==> src/rtl/cnt_pkg.sv <==
// cnt_pkg: shared mode/direction constants and load clamp for the counter family.
package cnt_pkg;
    localparam bit CNT_WRAP = 1'b0;
    localparam bit CNT_SAT  = 1'b1;
    localparam bit UP       = 1'b0;
    localparam bit DN       = 1'b1;

    function automatic logic [31:0] clamp(input logic [31:0] d, input logic [31:0] top);
        return (d > top) ? top : d;
    endfunction
endpackage

==> src/rtl/updncnt_bnd.sv <==
// updncnt_bnd: combinational bound detect, at zero when counting down and at TOP when counting up.
module updncnt_bnd import cnt_pkg::*; #(
    parameter int          WIDTH = 8,
    parameter int unsigned TOP   = 32'((64'd1 << WIDTH) - 64'd1)
) (
    input  logic [WIDTH-1:0] q,
    input  logic             dn,
    output logic             bnd
);
    localparam logic [WIDTH-1:0] TOPW = WIDTH'(TOP);

    always_comb bnd = (dn == DN) ? (q == '0) : (q == TOPW);
endmodule

==> src/rtl/updncnt.sv <==
// updncnt: loadable up/down counter with programmable terminal value, wrap/saturate mode,
// combinational carry out for cascading and a registered terminal-count pulse.
module updncnt import cnt_pkg::*; #(
    parameter int          WIDTH = 8,
    parameter int unsigned TOP   = 32'((64'd1 << WIDTH) - 64'd1),
    parameter bit          SAT   = CNT_WRAP
) (
    input  logic             clk,
    input  logic             resl,
    input  logic             ci,
    input  logic             dn,
    input  logic             ld,
    input  logic [WIDTH-1:0] d,
    output logic [WIDTH-1:0] q,
    output logic             co,
    output logic             tcq
);
    localparam logic [WIDTH-1:0] TOPW = WIDTH'(TOP);

    logic [WIDTH-1:0] q_q, q_d;
    logic             tcq_q, tcq_d;
    logic             bnd;

    updncnt_bnd #(.WIDTH(WIDTH), .TOP(TOP)) u_bnd (
        .q   (q_q),
        .dn  (dn),
        .bnd (bnd)
    );

    always_comb begin
        co    = resl & ~ld & ci & bnd;
        tcq_d = co;
        // At the bound: saturate holds, wrap jumps to the opposite end of the range
        q_d   = ld   ? WIDTH'(clamp(32'(d), 32'(TOP))) :
                !ci  ? q_q :
                !bnd ? ((dn == DN) ? q_q - WIDTH'(1) : q_q + WIDTH'(1)) :
                SAT  ? q_q :
                ((dn == DN) ? TOPW : '0);
    end

    always_ff @(posedge clk) begin
        if (!resl) begin
            q_q   <= '0;
            tcq_q <= 1'b0;
        end else begin
            q_q   <= q_d;
            tcq_q <= tcq_d;
        end
    end

    assign q   = q_q;
    assign tcq = tcq_q;
endmodule

==> config.mk <==
export PLATFORM = sky130hd
export DESIGN_NAME = updncnt
export DESIGN_NICKNAME = d
export VERILOG_FILES = /design/src/rtl/cnt_pkg.sv /design/src/rtl/updncnt_bnd.sv /design/src/rtl/updncnt.sv
export SDC_FILE = /design/constraint.sdc
export NUM_CORES = 1
export LEC_CHECK = 0
export BUFFER_PORTS_ARGS = -buffer_cell sky130_fd_sc_hd__buf_2
export CORE_MARGIN = 2
export CORE_UTILIZATION = 50
export CTS_BUF_LIST = sky130_fd_sc_hd__clkbuf_4 sky130_fd_sc_hd__clkbuf_8 sky130_fd_sc_hd__clkbuf_16
export DETAILED_ROUTE_END_ITERATION = 10
export PLACE_DENSITY = 0.77
export REMOVE_ABC_BUFFERS = 1
export SETUP_SLACK_MARGIN = 0.02
export SYNTH_ARGS = -nofsm -noshare
export SYNTH_HDL_FRONTEND = slang
export SYNTH_HIERARCHICAL = 1
export SYNTH_SLANG_ARGS = --single-unit
export TNS_END_PERCENT = 5
==> constraint.sdc <==
create_clock -name clk -period 2 [get_ports clk]
set_input_delay 0.4 -clock clk [delete_from_list [all_inputs] [get_ports clk]]
set_output_delay 0.4 -clock clk [all_outputs]
set_load 0.01 [all_outputs]
==> qor.tcl, run 1 <==
set qor(outcome) {completed}
set qor(syn_inst) 102
set qor(cap_viol_max_count) 0
set qor(timing.setup.critical_path_class) {reg -> out}
set qor(maxSlewViolCount) 0
set qor(cts_made_buffers) 3
set qor(final_cell_count_no_fill) 144
set qor(hold_viol) 0
set qor(peakVddDrop_mv) 0.2871
set qor(worstSkewPairLatency_ns) 0.28
set qor(drtIter0Drc) 23
set qor(max_freq_mhz) 517.8
set qor(finalPower_uw) 627.2
set qor(max_slew_margin_pct) 72.86
set qor(cts_hold_repair.buffers) 0
set qor(critical_path_arrival_ns) 1.53
set qor(cp_max_fo) 6
set qor(reg2reg_setup_slack_ns) 0.25
set qor(flow.area_growth_from_synthesis_pct) 21.31
set qor(pwr_density_cell_mw_per_mm2) 628.9
set qor(drive_above_1_share_pct) 35.16
set qor(antenna_cells) 0
set qor(first_global_vias) 773
set qor(critical_path.endpoint_type) {primary output}
set qor(timing.setup.tns_ns) 0
set qor(detail_route.first_pass.iterations) 4
set qor(startpoint_type) {register}
set qor(design.die.area_mm2) 0.001984
set qor(top_level_ports) 23
set qor(route.detailed.drc) 0
set qor(period_minus_slack_ns) 1.931
set qor(overflow) 0
set qor(clockRootBuffer) {sky130_fd_sc_hd__clkbuf_4}
set qor(setup_viol) 0
set qor(detailedPlacementHpwl_um) 1485
set qor(io_buffer_count) 22
set qor(grt_max_degree) 20
set qor(ys_async_sr_fraction_pct) 0
set qor(setup_fix_buffers_added_after_clock_tree_synthesis) 0
set qor(mostFrequentLayoutCell) {sky130_fd_sc_hd__buf_2}
set qor(finClkSkew_ns) 0.008799
set qor(minimum_setup_slack_after_placement_ns) 0.03194
set qor(class_of_the_most_critical_hold_timing_path) {in -> reg}
set qor(core.rowCount) 14
set qor(numPlacedInstances) 140
set qor(layout_common_cells) {sky130_fd_sc_hd__buf_2, sky130_fd_sc_hd__o21ai_0, sky130_fd_sc_hd__nand2_1, sky130_fd_sc_hd__nor2_1, sky130_fd_sc_hd__ha_1}
set qor(die-height_um) 44.55
set qor(synth_ff_type) {sky130_fd_sc_hd__dfxtp_1}
set qor(viasPerCell) 5.833
set qor(dieWidth_um) 44.55
set qor(cts_tree) {built}
set qor(fin_worst_hold_slack_ns) 0.3776
set qor(synth_seq_cells) 9
set qor(detailroute.via_count) 840
set qor(cp_data_required_time_ns) 1.60
set qor(ctsHtreeMaxLevel) 1
set qor(initial_utilization_pct) 53.94
set qor(drtAntennaViolNets) 0
set qor(grt_first_pass_wirelength_um) 3477
set qor(layout_worst_path_cycle_share_pct) 96.56
set qor(gp_congestion) 0.9021
set qor(synth_seq_area_share_pct) 21.92
set qor(cts.sink_count) 9
set qor(netlist-cell-type-count) 35
set qor(antenna_found_initial) 0
set qor(cts_buffer_depth) 2
set qor(worst_setup_hold_path_clk_slew_ns) 0.07
set qor(cellLeakagePower_nw) 0.4604
set qor(routed_wirelength_um) 2018
set qor(rsz0062_at_grt) {true}
set qor(worst_slew_pin_slew_ns) 0.4057
set qor(synthesis.yosys.warnings) 6
set qor(routed_wire_per_std_cell_um) 14.01
set qor(finalNetCount) 149
set qor(track_usage_pct) 24.50
set qor(setup_ws_ns) 0.06886
set qor(synth-edff-count) 0
set qor(synthesized_cell_area_um2) 822.0
set qor(avgSynthCellArea_um2) 8.059
set qor(core_mm2) 0.001524
[kinds of logic (layout without fill, tap and decap cells)]
logic type	count (synthesis)	after routing	share of synthesized area, %
AOI/OAI and AO/OA	33	33	28.01
xor gates and xnor gates	4	4	4.261
buffers and inverters	9	35	7.001
adders and majority gates	7	7	11.57
DFF	9	9	21.92
and+or+nand+nor	39	39	26.03
muxes	1	1	1.218
[Yosys cell counts, types with 2 or more instances]
| cell type | instances | area [um^2] |
|---|---|---|
| sky130_fd_sc_hd__nor3b_1 | 2 | 15.01 |
| sky130_fd_sc_hd__o21ai_1 | 3 | 15.01 |
| sky130_fd_sc_hd__nor2_1 | 8 | 30.03 |
| sky130_fd_sc_hd__a21oi_1 | 3 | 15.01 |
| sky130_fd_sc_hd__nand3_1 | 2 | 10.01 |
| sky130_fd_sc_hd__buf_6 | 3 | 33.78 |
| sky130_fd_sc_hd__dfxtp_1 | 9 | 180.2 |
| sky130_fd_sc_hd__o311ai_2 | 2 | 32.53 |
| sky130_fd_sc_hd__ha_1 | 6 | 75.07 |
| sky130_fd_sc_hd__nor3_1 | 5 | 25.02 |
| sky130_fd_sc_hd__nand2_1 | 8 | 30.03 |
| sky130_fd_sc_hd__o211ai_1 | 2 | 15.01 |
| sky130_fd_sc_hd__nand2b_1 | 4 | 25.02 |
| sky130_fd_sc_hd__and3_1 | 4 | 25.02 |
| sky130_fd_sc_hd__inv_1 | 5 | 18.77 |
| sky130_fd_sc_hd__a21o_1 | 3 | 22.52 |
| sky130_fd_sc_hd__xor2_1 | 4 | 35.03 |
| sky130_fd_sc_hd__o21ai_0 | 12 | 60.06 |
[stage by stage]
step                      util [%]  instance area, um^2
after CTS                    64.53                983.4
after global placement       61.90                943.4
after global routing         65.44                997.2
final                        65.44                997.2
after floorplan                  -                783.3
after detailed placement     61.90                943.4
[critical path: stages (launching register included)]
cell and delay, ns:
sky130_fd_sc_hd__dfxtp_4 0.38, sky130_fd_sc_hd__and4b_1 0.21, sky130_fd_sc_hd__nand3_1 0.11, sky130_fd_sc_hd__o21ai_2 0.16
sky130_fd_sc_hd__inv_2 0.09, sky130_fd_sc_hd__nor3_2 0.16, sky130_fd_sc_hd__buf_2 0.14
[power breakdown]
part	switching [mW]	total (mW)	internal (mW)
clock	0.0773	0.168	0.0910
combinational	0.118	0.225	0.107
sequential	0.0319	0.234	0.202
total	0.227	0.627	0.400
[final cells by class]
cell class | instances | area (um^2)
inverter | 5 | 18.77
fill | 134 | 526.8
multi-input combinational | 84 | 598.1
sequential | 9 | 190.2
tap | 16 | 20.02
clock buffer | 4 | 30.03
timing repair buffer | 26 | 140.1
[flip-flops by register name, indices dropped and copies added, names as in the netlist]
register,flops
q,8
tcq,1
[final timing paths]
path,to,from,depth (start not counted)
worst max register to register,q[4],q[1],7
worst max-delay path,co,q[6],6
worst min-delay path,q[5],d[5],2
worst min register to register,q[2],q[2],3
[per-layer routing]
| metal | routed length, um | vias to the layer above | track usage (%) |
|---|---|---|---|
| li1 | - | 425 | - |
| met2 | 942 | 29 | 35.07 |
| met3 | 107 | 5 | 3.673 |
| met1 | 918 | 381 | 33.25 |
| met5 | 0 | - | 0 |
| met4 | 49 | 0 | 16.97 |
[repair_timing]
action                     CTS  global route
pin swaps                    0             2
gates resized for setup      6             5
setup endpoints to repair    1             3
(Power assumes the default switching activity.)
==> inputs of run 2 (changes only) <==
--- a/config.mk
+++ b/config.mk
@@ -5,12 +5,13 @@
 export SDC_FILE = /design/constraint.sdc
 export NUM_CORES = 1
 export LEC_CHECK = 0
+export ABC_AREA = 1
 export BUFFER_PORTS_ARGS = -buffer_cell sky130_fd_sc_hd__buf_2
 export CORE_MARGIN = 2
 export CORE_UTILIZATION = 50
 export CTS_BUF_LIST = sky130_fd_sc_hd__clkbuf_4 sky130_fd_sc_hd__clkbuf_8 sky130_fd_sc_hd__clkbuf_16
 export DETAILED_ROUTE_END_ITERATION = 10
-export PLACE_DENSITY = 0.77
+export PLACE_DENSITY = 0.78
 export REMOVE_ABC_BUFFERS = 1
 export SETUP_SLACK_MARGIN = 0.02
 export SYNTH_ARGS = -nofsm -noshare
==> run 2 against run 1 <==
Against the previous run:
- worst hold slack got worse by 0.025 ns
- register-to-register slack better by 0.14 ns
- largest power group is now combinational cells
- utilization decreased by 0.90 points
- synthesized area fell by 4.7%
- clock skew down 0.0032 ns
- combinational power grew 4%
- wire length rose by 1.3%
- critical path depth rose by 1
- synthesized cell count grew 18%
- non-clock buffer count shrank 2
- die area is 4.3% lower
- highest routed layer unchanged
- critical path type unchanged
==> qor.tcl, run 2 <==
set qor(class_of_the_most_critical_hold_timing_path) {in -> reg} ;# unchanged
set qor(synth-edff-count) 0 ;# unchanged
set qor(first_global_vias) 777 ;# was 773
set qor(flow.area_growth_from_synthesis_pct) 22.68 ;# was 21.31%
set qor(critical_path_arrival_ns) 1.54 ;# was 1.53 ns
set qor(grt_max_degree) 10 ;# was 20
set qor(ys_async_sr_fraction_pct) 0 ;# unchanged
set qor(cts_buffer_depth) 2 ;# unchanged
set qor(worst_path_largest_cell_delay_ns) 0.34 ;# was 0.38 ns
set qor(track_usage_pct) 22.95 ;# was 24.50%
set qor(drtIter0Drc) 8 ;# was 23
set qor(crit-reg2reg-launch) {q[0]} ;# was q[1]
set qor(design.die.area_mm2) 0.001899 ;# was 0.001984 mm^2
set qor(synth_seq_cells) 9 ;# unchanged
set qor(critical_path.cell_chain) {or2_1 -> nor2_1 -> nand2_1 -> nand2_2 -> clkinv_1 -> nor4_1 -> buf_2} ;# was and4b_1 -> nand3_1 -> o21ai_2 -> inv_2 -> nor3_2 -> buf_2
set qor(worst_r2r_path_depth) 12 ;# was 7
set qor(gp_congestion) 0.8498 ;# was 0.9021
set qor(critical_path_depth) 7 ;# was 6
set qor(timing.hold.worst_path_depth) 2 ;# unchanged
set qor(initial_utilization_pct) 52.61 ;# was 53.94%
set qor(netlist-cell-type-count) 24 ;# was 35
set qor(syn_inst) 120 ;# was 102
set qor(synthDominantAreaCellType) {sky130_fd_sc_hd__dfxtp_1} ;# unchanged
set qor(finalNetCount) 168 ;# was 149
set qor(grt_first_pass_wirelength_um) 3312 ;# was 3477 um
set qor(detailedPlacementHpwl_um) 1548 ;# was 1485 um
set qor(antenna_found_initial) 0 ;# unchanged
set qor(yosysMostFrequentCell) {sky130_fd_sc_hd__nand2_1} ;# was sky130_fd_sc_hd__o21ai_0
set qor(cp_data_required_time_ns) 1.60 ;# about the same
set qor(timing.critical_path.slowest_stage_cell) {sky130_fd_sc_hd__dfxtp_2} ;# was sky130_fd_sc_hd__dfxtp_4
set qor(startpoint_type) {register} ;# unchanged
set qor(cp_num_buf_inv) 2 ;# unchanged
set qor(dieWidth_um) 43.58 ;# was 44.55 um
set qor(cts.sink_count) 9 ;# unchanged
set qor(cap_viol_max_count) 0 ;# unchanged
set qor(die-height_um) 43.58 ;# was 44.55 um
set qor(detail_route.first_pass.iterations) 4 ;# unchanged
set qor(outcome) {completed} ;# unchanged
set qor(hold_path_end) {tcq} ;# was q[5]
set qor(worst_slew_pin_slew_ns) 0.5356 ;# was 0.4057 ns
set qor(reg2reg_setup_slack_ns) 0.39 ;# was 0.25 ns
set qor(clockRootBuffer) {sky130_fd_sc_hd__clkbuf_4} ;# unchanged
set qor(maxSlewViolCount) 0 ;# unchanged
set qor(worstSkewPairLatency_ns) 0.27 ;# was 0.28 ns
set qor(worst_setup_hold_path_clk_slew_ns) 0.06 ;# was 0.07 ns
set qor(setup_viol) 0 ;# unchanged
set qor(setup_fix_buffers_added_after_clock_tree_synthesis) 0 ;# unchanged
set qor(finClkSkew_ns) 0.005622 ;# was 0.008799 ns
set qor(drive_above_1_share_pct) 27.21 ;# was 35.16%
set qor(viasPerCell) 5.503 ;# was 5.833
set qor(synth.top_cells.by_count) {sky130_fd_sc_hd__nand2_1, sky130_fd_sc_hd__inv_1, sky130_fd_sc_hd__nor2_1, sky130_fd_sc_hd__dfxtp_1, sky130_fd_sc_hd__nand3_1} ;# was sky130_fd_sc_hd__o21ai_0, sky130_fd_sc_hd__dfxtp_1, sky130_fd_sc_hd__nand2_1, sky130_fd_sc_hd__nor2_1, sky130_fd_sc_hd__ha_1
set qor(ctsHtreeMaxLevel) 1 ;# unchanged
set qor(mostFrequentLayoutCell) {sky130_fd_sc_hd__nand2_1} ;# was sky130_fd_sc_hd__buf_2
set qor(cellLeakagePower_nw) 0.5317 ;# was 0.4604 nW
set qor(synth_area_leaders) {sky130_fd_sc_hd__dfxtp_1, sky130_fd_sc_hd__nand2_1, sky130_fd_sc_hd__ha_1} ;# was sky130_fd_sc_hd__dfxtp_1, sky130_fd_sc_hd__ha_1, sky130_fd_sc_hd__o21ai_0
set qor(drtAntennaViolNets) 0 ;# unchanged
set qor(layout_common_cells) {sky130_fd_sc_hd__nand2_1, sky130_fd_sc_hd__buf_2, sky130_fd_sc_hd__inv_1} ;# was sky130_fd_sc_hd__buf_2, sky130_fd_sc_hd__o21ai_0, sky130_fd_sc_hd__nand2_1, sky130_fd_sc_hd__nor2_1, sky130_fd_sc_hd__ha_1
set qor(rsz0062_at_grt) {true} ;# unchanged
set qor(pwr_density_cell_mw_per_mm2) 638.3 ;# was 628.9 mW/mm^2
set qor(synth_seq_area_share_pct) 23.00 ;# was 21.92%
set qor(timing.setup.critical_path_class) {reg -> out} ;# unchanged
set qor(core.rowCount) 14 ;# unchanged
set qor(detailroute.via_count) 897 ;# was 840
set qor(overflow) 0 ;# unchanged
set qor(period_minus_slack_ns) 1.942 ;# was 1.931 ns
set qor(cpLargestDelayFamily) {simple AND/OR/NAND/NOR gates} ;# unchanged
set qor(route.detailed.drc) 0 ;# unchanged
set qor(fin_worst_hold_slack_ns) 0.3528 ;# was 0.3776 ns
set qor(cts_tree) {built} ;# unchanged
set qor(hp-start) {ld} ;# was d[5]
set qor(peakVddDrop_mv) 0.3360 ;# was 0.2871 mV
set qor(routed_wire_per_std_cell_um) 12.54 ;# was 14.01 um
set qor(critical_path.endpoint_type) {primary output} ;# unchanged
set qor(synthesized_cell_area_um2) 783.3 ;# was 822.0 um^2
set qor(cts_hold_repair.buffers) 0 ;# unchanged
set qor(cp_max_fo) 6 ;# unchanged
set qor(synthesis.yosys.warnings) 6 ;# unchanged
set qor(core_mm2) 0.001489 ;# was 0.001524 mm^2
set qor(layout_worst_path_cycle_share_pct) 97.09 ;# was 96.56%
set qor(design_area_um2) 960.9 ;# was 997.2 um^2
set qor(synth_ff_type) {sky130_fd_sc_hd__dfxtp_1} ;# unchanged
set qor(max_freq_mhz) 515.0 ;# was 517.8 MHz
set qor(max_slew_margin_pct) 64.16 ;# was 72.86%
set qor(cts_made_buffers) 3 ;# unchanged
set qor(post-synth-top-area-fraction_pct) 23.00 ;# was 21.92%
set qor(routed_wirelength_um) 2044 ;# was 2018 um
set qor(r2r_end) {q[6]} ;# was q[4]
set qor(antenna_cells) 0 ;# unchanged
set qor(placement.cell_area_um2) 924.6 ;# was 943.4 um^2
set qor(io_buffer_count) 22 ;# unchanged
set qor(avgSynthCellArea_um2) 6.527 ;# was 8.059 um^2
set qor(hold_viol) 0 ;# unchanged
set qor(top_level_ports) 23 ;# unchanged
set qor(max_reg_flops) 8 ;# unchanged
==> run 2: timing repair <==
| item | 4_1_cts | 5_1_grt |
|---|---|---|
| setup endpoints to repair | 1 | 1 |
| cloned | 0 | 0 |
| pin swaps | 1 | 0 |
| gates resized for setup | 2 | 2 |
==> run 2: worst max path at each step <==
stage,startpoint,endpoint,slack [ns]
6_report,q[0],co,0.06
5_1_grt,q[0],co,-0.003
4_1_cts,q[0],co,0.09
3_5_place_dp,dn,q[6],0.17
3_3_place_gp,dn,co,0.18
2_1_floorplan,q[0],co,0.14
==> run 2: final cells by class <==
type / count / area (um^2)
flip-flops and latches: 9 / 183.9
well taps: 16 / 20.02
repair buffers: 24 / 125.1
fillers: 165 / 528.0
multi-input cells: 91 / 530.5
inverters: 19 / 71.32
clock buffers: 4 / 30.03
==> run 2: per-stage QoR <==
step,util (%),setup WS (ns),power (mW),setup TNS [ns],std cells
floorplan,-,0.1405,0.3821,0,119
global placement,62.10,0.1847,0.4461,0,159
detailed placement,62.10,0.1693,0.4535,0,159
CTS,64.29,0.08699,0.6167,0,163
global route,64.54,-0.003042,0.6578,-0.003042,163
finish,64.54,0.05826,0.6134,0,163
==> run 2: power by group <==
group,switching [mW],internal (mW),leakage [nW]
Sequential,0.0222,0.197,0.0756
Combinational,0.135,0.101,0.438
Clock,0.0683,0.0907,0.0184
==> run 2: cell families after synthesis <==
| group | share of synthesized area (%) |
|---|---|
| AOI/OAI and AO/OA | 16.93 |
| xor gates and xnor gates | 2.237 |
| adders and majority gates | 12.14 |
| buffers and inverters | 9.584 |
| DFF | 23.00 |
| and+or+nand+nor | 36.10 |
==> run 2: metal layers <==
metal,global-route usage (%),wire length [um]
met5,0,0
met3,7.083,163
met4,4.848,21
met1,29.38,872
met2,37.94,987
==> inputs of run 3 (changes only) <==
==> constraint.sdc (replaced) <==
create_clock -name clk -period 2 [get_ports clk]
set_input_delay 0.4 -clock clk [delete_from_list [all_inputs] [get_ports clk]]
set_output_delay 0.4 -clock clk [all_outputs]
set_load 0.02 [all_outputs]
==> run 3 against run 2 <==
Against the previous run:
- wire length is 15% higher
- clock power is 8% higher
- worst setup slack worse by 0.0076 ns
- die area stayed put
- critical endpoint unchanged
- highest routed layer unchanged
==> qor.tcl, run 3 (same netlist as run 2, synthesis figures left out) <==
set qor(cts_buffer_depth) 2 ;# unchanged
set qor(outcome) {completed} ;# unchanged
set qor(max_freq_mhz) 513.0 ;# was 515.0 MHz
set qor(dieWidth_um) 43.58 ;# unchanged
set qor(maxSlewViolCount) 0 ;# unchanged
set qor(critical_path.cell_chain) {or2_1 -> nor2_1 -> nand2_1 -> nand2_2 -> clkinv_2 -> nor4_4 -> buf_4} ;# was or2_1 -> nor2_1 -> nand2_1 -> nand2_2 -> clkinv_1 -> nor4_1 -> buf_2
set qor(gp_congestion) 0.8385 ;# was 0.8498
set qor(cellLeakagePower_nw) 0.5450 ;# was 0.5317 nW
set qor(period_minus_slack_ns) 1.949 ;# was 1.942 ns
set qor(pwr_density_cell_mw_per_mm2) 651.7 ;# was 638.3 mW/mm^2
set qor(critical_path.endpoint_type) {primary output} ;# unchanged
set qor(rsz0062_at_grt) {false} ;# was true
set qor(detail_route.first_pass.iterations) 4 ;# unchanged
set qor(cp_max_fo) 6 ;# unchanged
set qor(routed_wirelength_um) 2347 ;# was 2044 um
set qor(cap_viol_max_count) 0 ;# unchanged
set qor(timing.setup.critical_path_class) {reg -> out} ;# unchanged
set qor(grt_first_pass_wirelength_um) 3760 ;# was 3312 um
set qor(routed_wire_per_std_cell_um) 14.22 ;# was 12.54 um
set qor(finalNetCount) 170 ;# was 168
set qor(first_global_vias) 867 ;# was 777
set qor(design.die.area_mm2) 0.001899 ;# unchanged
set qor(fin_worst_hold_slack_ns) 0.3801 ;# was 0.3528 ns
set qor(mostFrequentLayoutCell) {sky130_fd_sc_hd__nand2_1} ;# unchanged
set qor(max_reg_flops) 8 ;# unchanged
set qor(critical_path_arrival_ns) 1.55 ;# was 1.54 ns
set qor(worst_setup_hold_path_clk_slew_ns) 0.07 ;# was 0.06 ns
set qor(cp_data_required_time_ns) 1.60 ;# about the same
set qor(cp_num_buf_inv) 2 ;# unchanged
set qor(route.detailed.drc) 0 ;# unchanged
set qor(worst_slew_pin_slew_ns) 0.2643 ;# was 0.5356 ns
set qor(drtAntennaViolNets) 0 ;# unchanged
set qor(io_buffer_count) 22 ;# unchanged
set qor(clockRootBuffer) {sky130_fd_sc_hd__clkbuf_4} ;# unchanged
set qor(flow.area_growth_from_synthesis_pct) 27.32 ;# was 22.68%
set qor(top_level_ports) 23 ;# unchanged
set qor(grt_max_degree) 10 ;# unchanged
set qor(postLayoutCoreUtil_pct) 66.97 ;# was 64.54%
set qor(initial_utilization_pct) 52.61 ;# unchanged
set qor(overflow) 0 ;# unchanged
set qor(timing.critical_path.slowest_stage_cell) {sky130_fd_sc_hd__dfxtp_4} ;# was sky130_fd_sc_hd__dfxtp_2
set qor(max_slew_margin_pct) 82.31 ;# was 64.16%
set qor(setup_viol) 0 ;# unchanged
set qor(cts_made_buffers) 3 ;# unchanged
set qor(viasPerCell) 5.655 ;# was 5.503
set qor(die-height_um) 43.58 ;# unchanged
set qor(layout_worst_path_cycle_share_pct) 97.47 ;# was 97.09%
set qor(cts_tree) {built} ;# unchanged
set qor(drtIter0Drc) 18 ;# was 8
set qor(detailroute.via_count) 933 ;# was 897
set qor(class_of_the_most_critical_hold_timing_path) {in -> reg} ;# unchanged
set qor(numPlacedInstances) 160 ;# was 159
set qor(layout_common_cells) {sky130_fd_sc_hd__nand2_1, sky130_fd_sc_hd__buf_2, sky130_fd_sc_hd__inv_1} ;# unchanged
set qor(core.rowCount) 14 ;# unchanged
set qor(peakVddDrop_mv) 0.3815 ;# was 0.3360 mV
set qor(worstSkewPairLatency_ns) 0.28 ;# was 0.27 ns
set qor(startpoint_type) {register} ;# unchanged
set qor(drive_above_1_share_pct) 29.53 ;# was 27.21%
set qor(final_cell_count_no_fill) 165 ;# was 163
set qor(antenna_cells) 0 ;# unchanged
set qor(detailedPlacementHpwl_um) 1655 ;# was 1548 um
set qor(ctsHtreeMaxLevel) 1 ;# unchanged
set qor(cts.sink_count) 9 ;# unchanged
set qor(core_mm2) 0.001489 ;# unchanged
set qor(track_usage_pct) 26.74 ;# was 22.95%
set qor(antenna_found_initial) 0 ;# unchanged
set qor(hold_viol) 0 ;# unchanged
set qor(worst_path_largest_cell_delay_ns) 0.37 ;# was 0.34 ns
set qor(finClkSkew_ns) 0.004436 ;# was 0.005622 ns
set qor(cpLargestDelayFamily) {simple AND/OR/NAND/NOR gates} ;# unchanged
## run 3: metal layers
| layer | track usage, % | vias up | share of wire (%) |
|---|---|---|---|
| li1 | - | 454 | - |
| met1 | 32.30 | 424 | 41 |
| met2 | 45.29 | 47 | 50 |
| met3 | 5.417 | 8 | 7.1 |
| met4 | 12.12 | 0 | 2.5 |
| met5 | 0 | - | 0 |
## run 3: timing repair
item,in CTS,in global routing
gates resized for setup,6,3
endpoints found under the setup margin,1,1
setup buffers,0,1
pin swaps,1,2
cloned,0,0
hold buffers,0,0
## run 3: layout make-up
cell class / instances / area (um^2)
inverters: 19 / 72.57
well taps: 16 / 20.02
multi-input cells: 91 / 545.5
clock buffers: 4 / 30.03
fillers: 146 / 491.7
repair buffers: 26 / 142.6
flip-flops and latches: 9 / 186.4
## run 3: worst reg2reg max path: stages (launching register included)
cell                       delay, ns
sky130_fd_sc_hd__dfxtp_4        0.38
sky130_fd_sc_hd__inv_1          0.07
sky130_fd_sc_hd__fa_1           0.42
sky130_fd_sc_hd__inv_1          0.07
sky130_fd_sc_hd__nand2_1        0.06
sky130_fd_sc_hd__nand2_1        0.06
sky130_fd_sc_hd__nand2_1        0.05
sky130_fd_sc_hd__nand2_1        0.09
sky130_fd_sc_hd__nand2_1        0.08
sky130_fd_sc_hd__nand3b_1       0.09
sky130_fd_sc_hd__nand3_1        0.08
sky130_fd_sc_hd__a21oi_1        0.12
## run 3: per-stage QoR
step	instance area [um^2]	TNS, ns	setup WS (ns)	total power, mW
after floorplan	779.5	-0.1851	-0.1851	0.3940
after global placement	932.1	0	0.1593	0.4598
after detailed placement	932.1	0	0.1314	0.4699
after CTS	977.2	0	0.08071	0.6411
after global routing	997.2	0	0.006659	0.6931
final	997.2	0	0.05066	0.6499
## run 3: power by group
group          total [mW]  internal (mW)  switching (mW)
Combinational       0.260          0.104           0.155
Sequential          0.220          0.196          0.0235
Clock               0.171         0.0910          0.0796
## run 3: path summary, 6_finish.rpt
kind	from	cells after the start	slack (ns)	to
worst max-delay path	q[0]	7	0.05	co
worst min-delay path	ld	2	0.38	tcq
worst max register to register	q[0]	11	0.36	q[6]
worst min register to register	q[5]	2	0.52	q[5]
